$ cat config.mk
export PLATFORM = sky130hd
export DESIGN_NAME = pkt_key_extract
export DESIGN_NICKNAME = d
export VERILOG_FILES = /design/src/rtl/pkt_key_extract.sv
export SDC_FILE = /design/constraint.sdc
export NUM_CORES = 1
export LEC_CHECK = 0
export ABC_AREA = 1
export BUFFER_PORTS_ARGS = -buffer_cell sky130_fd_sc_hd__buf_2
export CAP_MARGIN = 5
export CORE_ASPECT_RATIO = 0.6
export CORE_UTILIZATION = 50
export DETAILED_ROUTE_END_ITERATION = 6
export PLACE_DENSITY = 0.84
export SLEW_MARGIN = 40
export SYNTH_ARGS = -nofsm -noshare
export SYNTH_HDL_FRONTEND = slang
export SYNTH_SLANG_ARGS = --single-unit
$ cat constraint.sdc
create_clock -name clk -period 9.15 [get_ports clk]
set_input_delay 0.4575 -clock clk [delete_from_list [all_inputs] [get_ports clk]]
set_output_delay 0.4575 -clock clk [all_outputs]
set_load 0.02 [all_outputs]
$ cat src/rtl/pkt_key_extract.sv
// Receive-path header parser: extracts the 96-bit flow key and 4-bit flag from
// untagged IPv4 TCP/UDP frames (IHL=5) and keeps frame/key/runt statistics.
module pkt_key_extract #(
    parameter int KEY_SIZE  = 96,
    parameter int CNT_WIDTH = 32,
    parameter bit DROP_FRAG = 1'b1
) (
    input  logic                 clk,
    input  logic                 rst,
    input  logic [63:0]          rx_tdata,
    input  logic                 rx_tvalid,
    input  logic                 rx_tlast,
    output logic [KEY_SIZE-1:0]  out_key,
    output logic [3:0]           out_flag,
    output logic                 out_valid,
    output logic [CNT_WIDTH-1:0] frame_cnt,
    output logic [CNT_WIDTH-1:0] key_cnt,
    output logic [CNT_WIDTH-1:0] drop_cnt
);

    typedef enum logic [1:0] {IDLE, HDR, WAIT} state_t;

    localparam logic [2:0] LAST_HDR_BEAT = 3'd5;

    state_t      state, state_next;
    logic [2:0]  beat_idx, beat_idx_next;

    logic [15:0] ethertype, frag_word, src_port, dst_port;
    logic [7:0]  ver_ihl, proto, tcp_bits;
    logic [31:0] src_ip, dst_ip;

    logic at_beat5, runt_end, frag_ok, qualified, emit, is_tcp, is_udp;
    logic [3:0] flag_next;

    // NOTE: every signal driven here gets a default first, so no path can leave
    // it unassigned and infer a latch.
    always_comb begin
        state_next    = state;
        beat_idx_next = beat_idx;
        if (rx_tvalid) begin
            if (beat_idx != LAST_HDR_BEAT)
                beat_idx_next = beat_idx + 3'd1;
            unique case (state)
                IDLE:    state_next = rx_tlast ? IDLE : HDR;
                HDR: begin
                    if (rx_tlast)
                        state_next = IDLE;
                    else if (beat_idx == LAST_HDR_BEAT)
                        state_next = WAIT;
                end
                WAIT:    if (rx_tlast) state_next = IDLE;
                default: state_next = IDLE;
            endcase
            if (rx_tlast)
                beat_idx_next = '0;
        end
    end

    // TCP flags arrive on beat5 itself, so they are taken straight off the bus.
    always_comb begin
        tcp_bits  = rx_tdata[63:56];
        at_beat5  = rx_tvalid && (state == HDR) && (beat_idx == LAST_HDR_BEAT);
        runt_end  = rx_tvalid && rx_tlast && (beat_idx < LAST_HDR_BEAT);
        frag_ok   = !DROP_FRAG || (!frag_word[13] && (frag_word[12:0] == 13'd0));
        is_tcp    = (proto == 8'h06);
        is_udp    = (proto == 8'h11);
        qualified = (ethertype == 16'h0800) && (ver_ihl == 8'h45) &&
                    (is_tcp || is_udp) && frag_ok;
        emit      = at_beat5 && qualified;
        flag_next = is_tcp ? {tcp_bits[0] | tcp_bits[2], tcp_bits[1], 1'b0, 1'b1}
                           : 4'b0010;
    end

    // NOTE: sequential state uses non-blocking assignments only, so every flop
    // samples the pre-edge values regardless of statement order.
    always_ff @(posedge clk) begin
        if (rst) begin
            state     <= IDLE;
            beat_idx  <= '0;
            out_valid <= 1'b0;
            out_key   <= '0;
            out_flag  <= '0;
            frame_cnt <= '0;
            key_cnt   <= '0;
            drop_cnt  <= '0;
        end else begin
            state     <= state_next;
            beat_idx  <= beat_idx_next;
            out_valid <= emit;
            if (emit) begin
                out_key  <= {src_ip, dst_ip, src_port, dst_port};
                out_flag <= flag_next;
            end
            if (rx_tvalid && rx_tlast)
                frame_cnt <= frame_cnt + CNT_WIDTH'(1);
            if (runt_end)
                drop_cnt <= drop_cnt + CNT_WIDTH'(1);
            key_cnt <= key_cnt + CNT_WIDTH'(out_valid);
        end
    end

    // NOTE: header field registers are pure datapath, always rewritten before
    // use within a frame, so they carry no reset.
    always_ff @(posedge clk) begin
        if (rx_tvalid && state == HDR) begin
            unique case (beat_idx)
                3'd1: begin
                    ethertype <= {rx_tdata[39:32], rx_tdata[47:40]};
                    ver_ihl   <= rx_tdata[55:48];
                end
                3'd2: begin
                    frag_word <= {rx_tdata[39:32], rx_tdata[47:40]};
                    proto     <= rx_tdata[63:56];
                end
                3'd3: begin
                    src_ip        <= {rx_tdata[23:16], rx_tdata[31:24],
                                      rx_tdata[39:32], rx_tdata[47:40]};
                    dst_ip[31:16] <= {rx_tdata[55:48], rx_tdata[63:56]};
                end
                3'd4: begin
                    dst_ip[15:0] <= {rx_tdata[7:0], rx_tdata[15:8]};
                    src_port     <= {rx_tdata[23:16], rx_tdata[31:24]};
                    dst_port     <= {rx_tdata[39:32], rx_tdata[47:40]};
                end
                default: ;
            endcase
        end
    end

endmodule

# Word level (Yosys, flattened, before mapping)
# Index checks and enable logic that the tools add are counted.
[totals]
regBits = 344
out_inout_bits = 197
[classes]
n_addsub = 4
magnitude_cmp = 1
n_eq_ne = 14
mux = 8
bitwise_logic = 1
n_reduce_logical = 20
[op_table]
columns = ["operator", "n"]
rows = [
  ["32-bit by 1-bit adder with 32-bit output, second input constant", 2],
  ["32-bit by 1-bit adder with 32-bit output", 1],
  ["16-bit by 12-bit == test with 1-bit output, second input constant", 1],
  ["13-bit logical NOT", 1],
  ["2-bit AND reduction", 5],
  ["1-bit logical AND", 9],
  ["8-bit by 3-bit == test with 1-bit output, second input constant", 1],
  ["8-bit by 5-bit == test with 1-bit output, second input constant", 1],
  ["8-bit by 7-bit == test with 1-bit output, second input constant", 1],
  ["3-bit by 2-bit == test with 1-bit output, second input constant", 2],
  ["3-bit == test, second input constant", 2],
  ["2-bit two-way mux", 3],
  ["3-bit two-way mux", 2],
  ["2-bit one-hot mux with 3 select lines", 1],
  ["4-bit two-way mux", 1],
  ["3-bit by 1-bit adder with 3-bit output, second input constant", 1],
  ["3-bit by 1-bit == test with 1-bit output, second input constant", 1],
  ["3-bit < comparator, second input constant", 1],
  ["3-bit by 2-bit != test with 1-bit output, second input constant", 1],
  ["3-bit != test, second input constant", 1],
  ["3-bit AND reduction", 1],
  ["2-bit by 1-bit == test with 1-bit output, second input constant", 1],
  ["2-bit == test, second input constant", 1],
  ["2-bit logical NOT", 1],
  ["other kinds (6)", 6],
]

# Depth between registers and ports, before layout
[logic_depth]
word_depth = 5
mapped_depth = 14
depth_no_buf = 12

# Worst setup path before layout
# OpenSTA, ideal clock, no wires.
[synth_timing]
path_kind = "input -> register"
from = "input rx_tvalid"
to = "register dst_ip[0] (enable)"
arrival_time_ns = 2.741
required_time_ns = 8.696
path_slack_ns = 5.956
stages = 4
path_buffers = 0
cell_sequence = "inv_1 -> nor3_2 -> inv_1 -> nor2_1"
[synth_between]
elab_chain_len = 2
[synth_lines]
columns = ["item", "line_no", "rtl"]
rows = [
  ["from (decl)", "11", "input logic rx_tvalid,"],
  ["1-bit logical AND", "105", "if (rx_tvalid && state == HDR) begin"],
  ["2-bit AND reduction (no line)", "n/a", ""],
  ["to (signal assigned)", "121", "dst_ip[15:0] <= {rx_tdata[7:0], rx_tdata[15:8]};"],
  ["to (decl)", "30", "logic [31:0] src_ip, dst_ip;"],
]
# Every way passes these cells.
# A chain may end at the register's enable or synchronous reset.

# Worst setup path after layout
[layout_timing]
from = "register beat_idx[1]"
to = "register out_key[33]"
[layout_between]
elab_chain_len = 3
[layout_lines]
columns = ["item", "line_no", "rtl"]
rows = [
  ["from (decl)", "26", "logic [2:0] beat_idx, beat_idx_next;"],
  ["from (signal assigned)", "88", "beat_idx <= beat_idx_next;"],
  ["3-bit == test", "62", "at_beat5 = rx_tvalid && (state == HDR) && (beat_idx == LAST_HDR_BEAT);"],
  ["1-bit logical AND", "62", ""],
  ["1-bit logical AND", "69", "emit = at_beat5 && qualified;"],
  ["to (signal assigned)", "91", "out_key <= {src_ip, dst_ip, src_port, dst_port};"],
  ["to (decl)", "13", "output logic [KEY_SIZE-1:0] out_key,"],
]
# Every way passes these cells.

==> results.toml <==
[power]
switching_share = 0.207
power.density_nw_per_um2 = 176
ir_worst_vdd_mv = 0.132
p_leak_nw = 7.38
pwr-share-comb = 0.020
seq_power_share = 0.554
power.clock.fraction = 0.426
p_total_mw = 2.89
p_switching_uw = 598
p_int_mw = 2.29

[sta]
slew_violations = 0
tns_ns = 0
rsz0062_at_grt = "false"
period_needed_ns = 2.83
worst_slew_pin_slew_ns = 0.806
hold_viol_final = 0
post-route-period-util = 0.309
max_freq_ghz = 0.354
setup_viol = 0
hold_slack_ns = 0.0539
setup_ws_ns = 6.32
slew_headroom = 0.461
clock_skew_ns = 0.0450

[grt]
grt.total_usage = 0.236
antenna_found_initial = 3
grt_pass1_vias = 10156
grt_remaining_overflow = 0
grt_max_degree = 121
grt_pass1_wl_mm = 52.4

[synthesis]
yosysUniqueCellTypes = 32
async_reset_ff_frac = 0
synth.area.top_cells = "edfxtp_1 (31%), dfxtp_1 (29%), nand2_1 (11%)"
seq_area_frac_synth = 0.601
synth-edff-count = 142
syn_area_um2 = 13800
syn_nets = 1718
synth_area_leader_cell = "edfxtp_1"
ys_top_cells_by_count = "nand2_1 (404), nor2_1 (366), inv_1 (220), dfxtp_1 (202), edfxtp_1 (142)"
yosys.area.top_type_share = 0.309
avgSynthCellArea_um2 = 8.42
synthFlopType = "dfxtp_1"
synth_warnings = 0
post-synth-top-count-cell = "nand2_1"
syn_inst = 1641
ys_ff_latch = 344

[floorplan]
start_util = 0.516
rows = 46
die_h_um = 131
die_w_um = 217
die_area_um2 = 28300
core_area_um2 = 26800
ios = 265

[drt]
postRouteAntennaNets = 0
drc_errors = 0
routedWlPerCell_um = 15.0
route.vias.total = 11258
vias_per_cell = 4.92
drt_pre_antenna_iters = 5
drt_iter0_drc = 826
drt_wl_total_mm = 34.4

[cts]
cts_tree = "built"
cts_inserted_buffers = 31
cts.sinks = 344
path_clk_slew_ns = 0.07
cts_resized = 0
cts_hold_buffers = 0
clockRootBuffer = "clkbuf_16"
cts_setup_buffers = 0
cts_htree_levels = 1
cts_buffer_depth = 3
clock_latency_ns = 0.58

[critical_path]
crit_chain = "inv_1, ha_1, nand2_1, inv_2, nand2_1, nor2_1, nand2_1, nor2_4, nand2_8, buf_4, nand2_1, nand2_1, nor2_1"
cpPeakStageDelay_ns = 0.69
startpoint_type = "flip-flop"
crit_slowest_cell = "buf_4"
crit_path_frequent_cell = "nand2_1"
worst-setup-path-type = "reg2reg"
crit_path_end_kind = "flip-flop"
worst-path-buf-inv = 3
worstPathArrival_ns = 3.30
required_ns = 9.62
critical-path-top-delay-family = "simple AND/OR/NAND/NOR gates"
path_max_fanout = 120

[layout]
nets = 1978
instances_no_fill = 2288
final_layout_size_suffix_gt1_frac = 0.176
syn_to_final_growth_pct = 18.7

[place]
hpwl_mm = 24.3
gp_congestion = 0.953
port_buffers = 264
dp_slack_ns = 6.37
dp.cells = 2228

[min_path]
worstHoldPathType = "in2reg"

[flow_run]
cap_viol_max_count = 0

[run_status]
outcome = "finished clean"
-- worst register-to-register path, delay by kind of cell (launching register included) --
kind	cells	cell delay (ns)
simple gates	9	1.23
buf+inv	3	0.88
flops	1	0.42
fa+ha+maj	1	0.20
-- worst paths after layout --
path	end	slack (ns)	startpoint	cells after the start
setup / recovery	out_key[33]	6.32	beat_idx[1]	13
hold / removal	dst_ip[7]	0.05	rx_tdata[15]	1
hold reg to reg	out_flag[0]	0.47	out_flag[0]	2
setup reg to reg	out_key[33]	6.32	beat_idx[1]	13
-- metal layers --
metal	vias up	wire length, um	global-route usage
met5	-	13	0
met2	440	14800	0.359
met1	5112	15900	0.336
li1	5659	-	-
met3	45	3000	0.0579
met4	2	653	0.0621
-- flip-flops by register name, summed over array words and instances (netlist names), 16 cells and up --
| register | count |
|---|---|
| drop_cnt | 32 |
| dst_ip | 32 |
| dst_port | 16 |
| ethertype | 16 |
| frame_cnt | 32 |
| key_cnt | 32 |
| out_key | 96 |
| src_ip | 32 |
| src_port | 16 |
-- power by group through the flow --
stage | clock network, mW | registers [mW] | logic, mW
finish | 1.23 | 1.60 | 0.0578
global route | 1.31 | 1.60 | 0.0637
CTS | 1.25 | 1.60 | 0.0584
detailed placement | 0 | 1.63 | 0.0580
global placement | 0 | 1.63 | 0.0562
floorplan | 0 | 1.64 | 0.0246
-- cells by family (layout without fill, tap and decap cells) --
kind of cell / Yosys count / in the layout / synth area share
fa+ha+maj: 9 / 9 / 0.00815
compound gates: 114 / 114 / 0.0435
other cells: 0 / 2 / 0
buf+inv: 266 / 551 / 0.0778
simple gates: 899 / 899 / 0.264
flops: 344 / 344 / 0.601
xor+xnor: 9 / 9 / 0.00571
-- cell usage in the layout (no fill, tap or decap), drive strengths merged --
| cell type | netlist | layout |
|---|---|---|
| xor2 | 8 | 8 |
| nand3b | 6 | 6 |
| ha | 9 | 9 |
| clkinv | 0 | 8 |
| nor2 | 372 | 372 |
| and3 | 1 | 1 |
| and2 | 1 | 1 |
| inv | 223 | 225 |
| o21bai | 3 | 3 |
| a21oi | 63 | 63 |
| o21ai | 38 | 38 |
| edfxtp | 142 | 142 |
| diode | 0 | 2 |
| nor3 | 33 | 33 |
| buf | 16 | 270 |
| o21a | 8 | 8 |
| nand4 | 25 | 25 |
| dfxtp | 202 | 202 |
| clkbuf | 27 | 47 |
| clkinvlp | 0 | 1 |
| nand3 | 49 | 49 |
| xnor2 | 1 | 1 |
| or2 | 5 | 5 |
| nand2 | 407 | 407 |
| a31oi | 2 | 2 |
-- layout make-up --
cell class                      instances  area [um2]
Antenna cell                            2        5.00
Multi-Input combinational cell       1031        4470
Sequential cell                       344        8310
Clock buffer                           47         900
Tap cell                              360         450
Inverter                              223         842
Clock inverter                         11        57.6
Timing Repair Buffer                  270        1370
Fill cell                            2265       10400
-- metrics by stage --
step	util	instance area (um2)
final	0.613	16400
after global routing	0.613	16400
after CTS	0.612	16400
after detailed placement	0.577	15400
after global placement	0.576	15400
after floorplan	-	13800
Note: power is estimated with default switching activity, not from simulation.
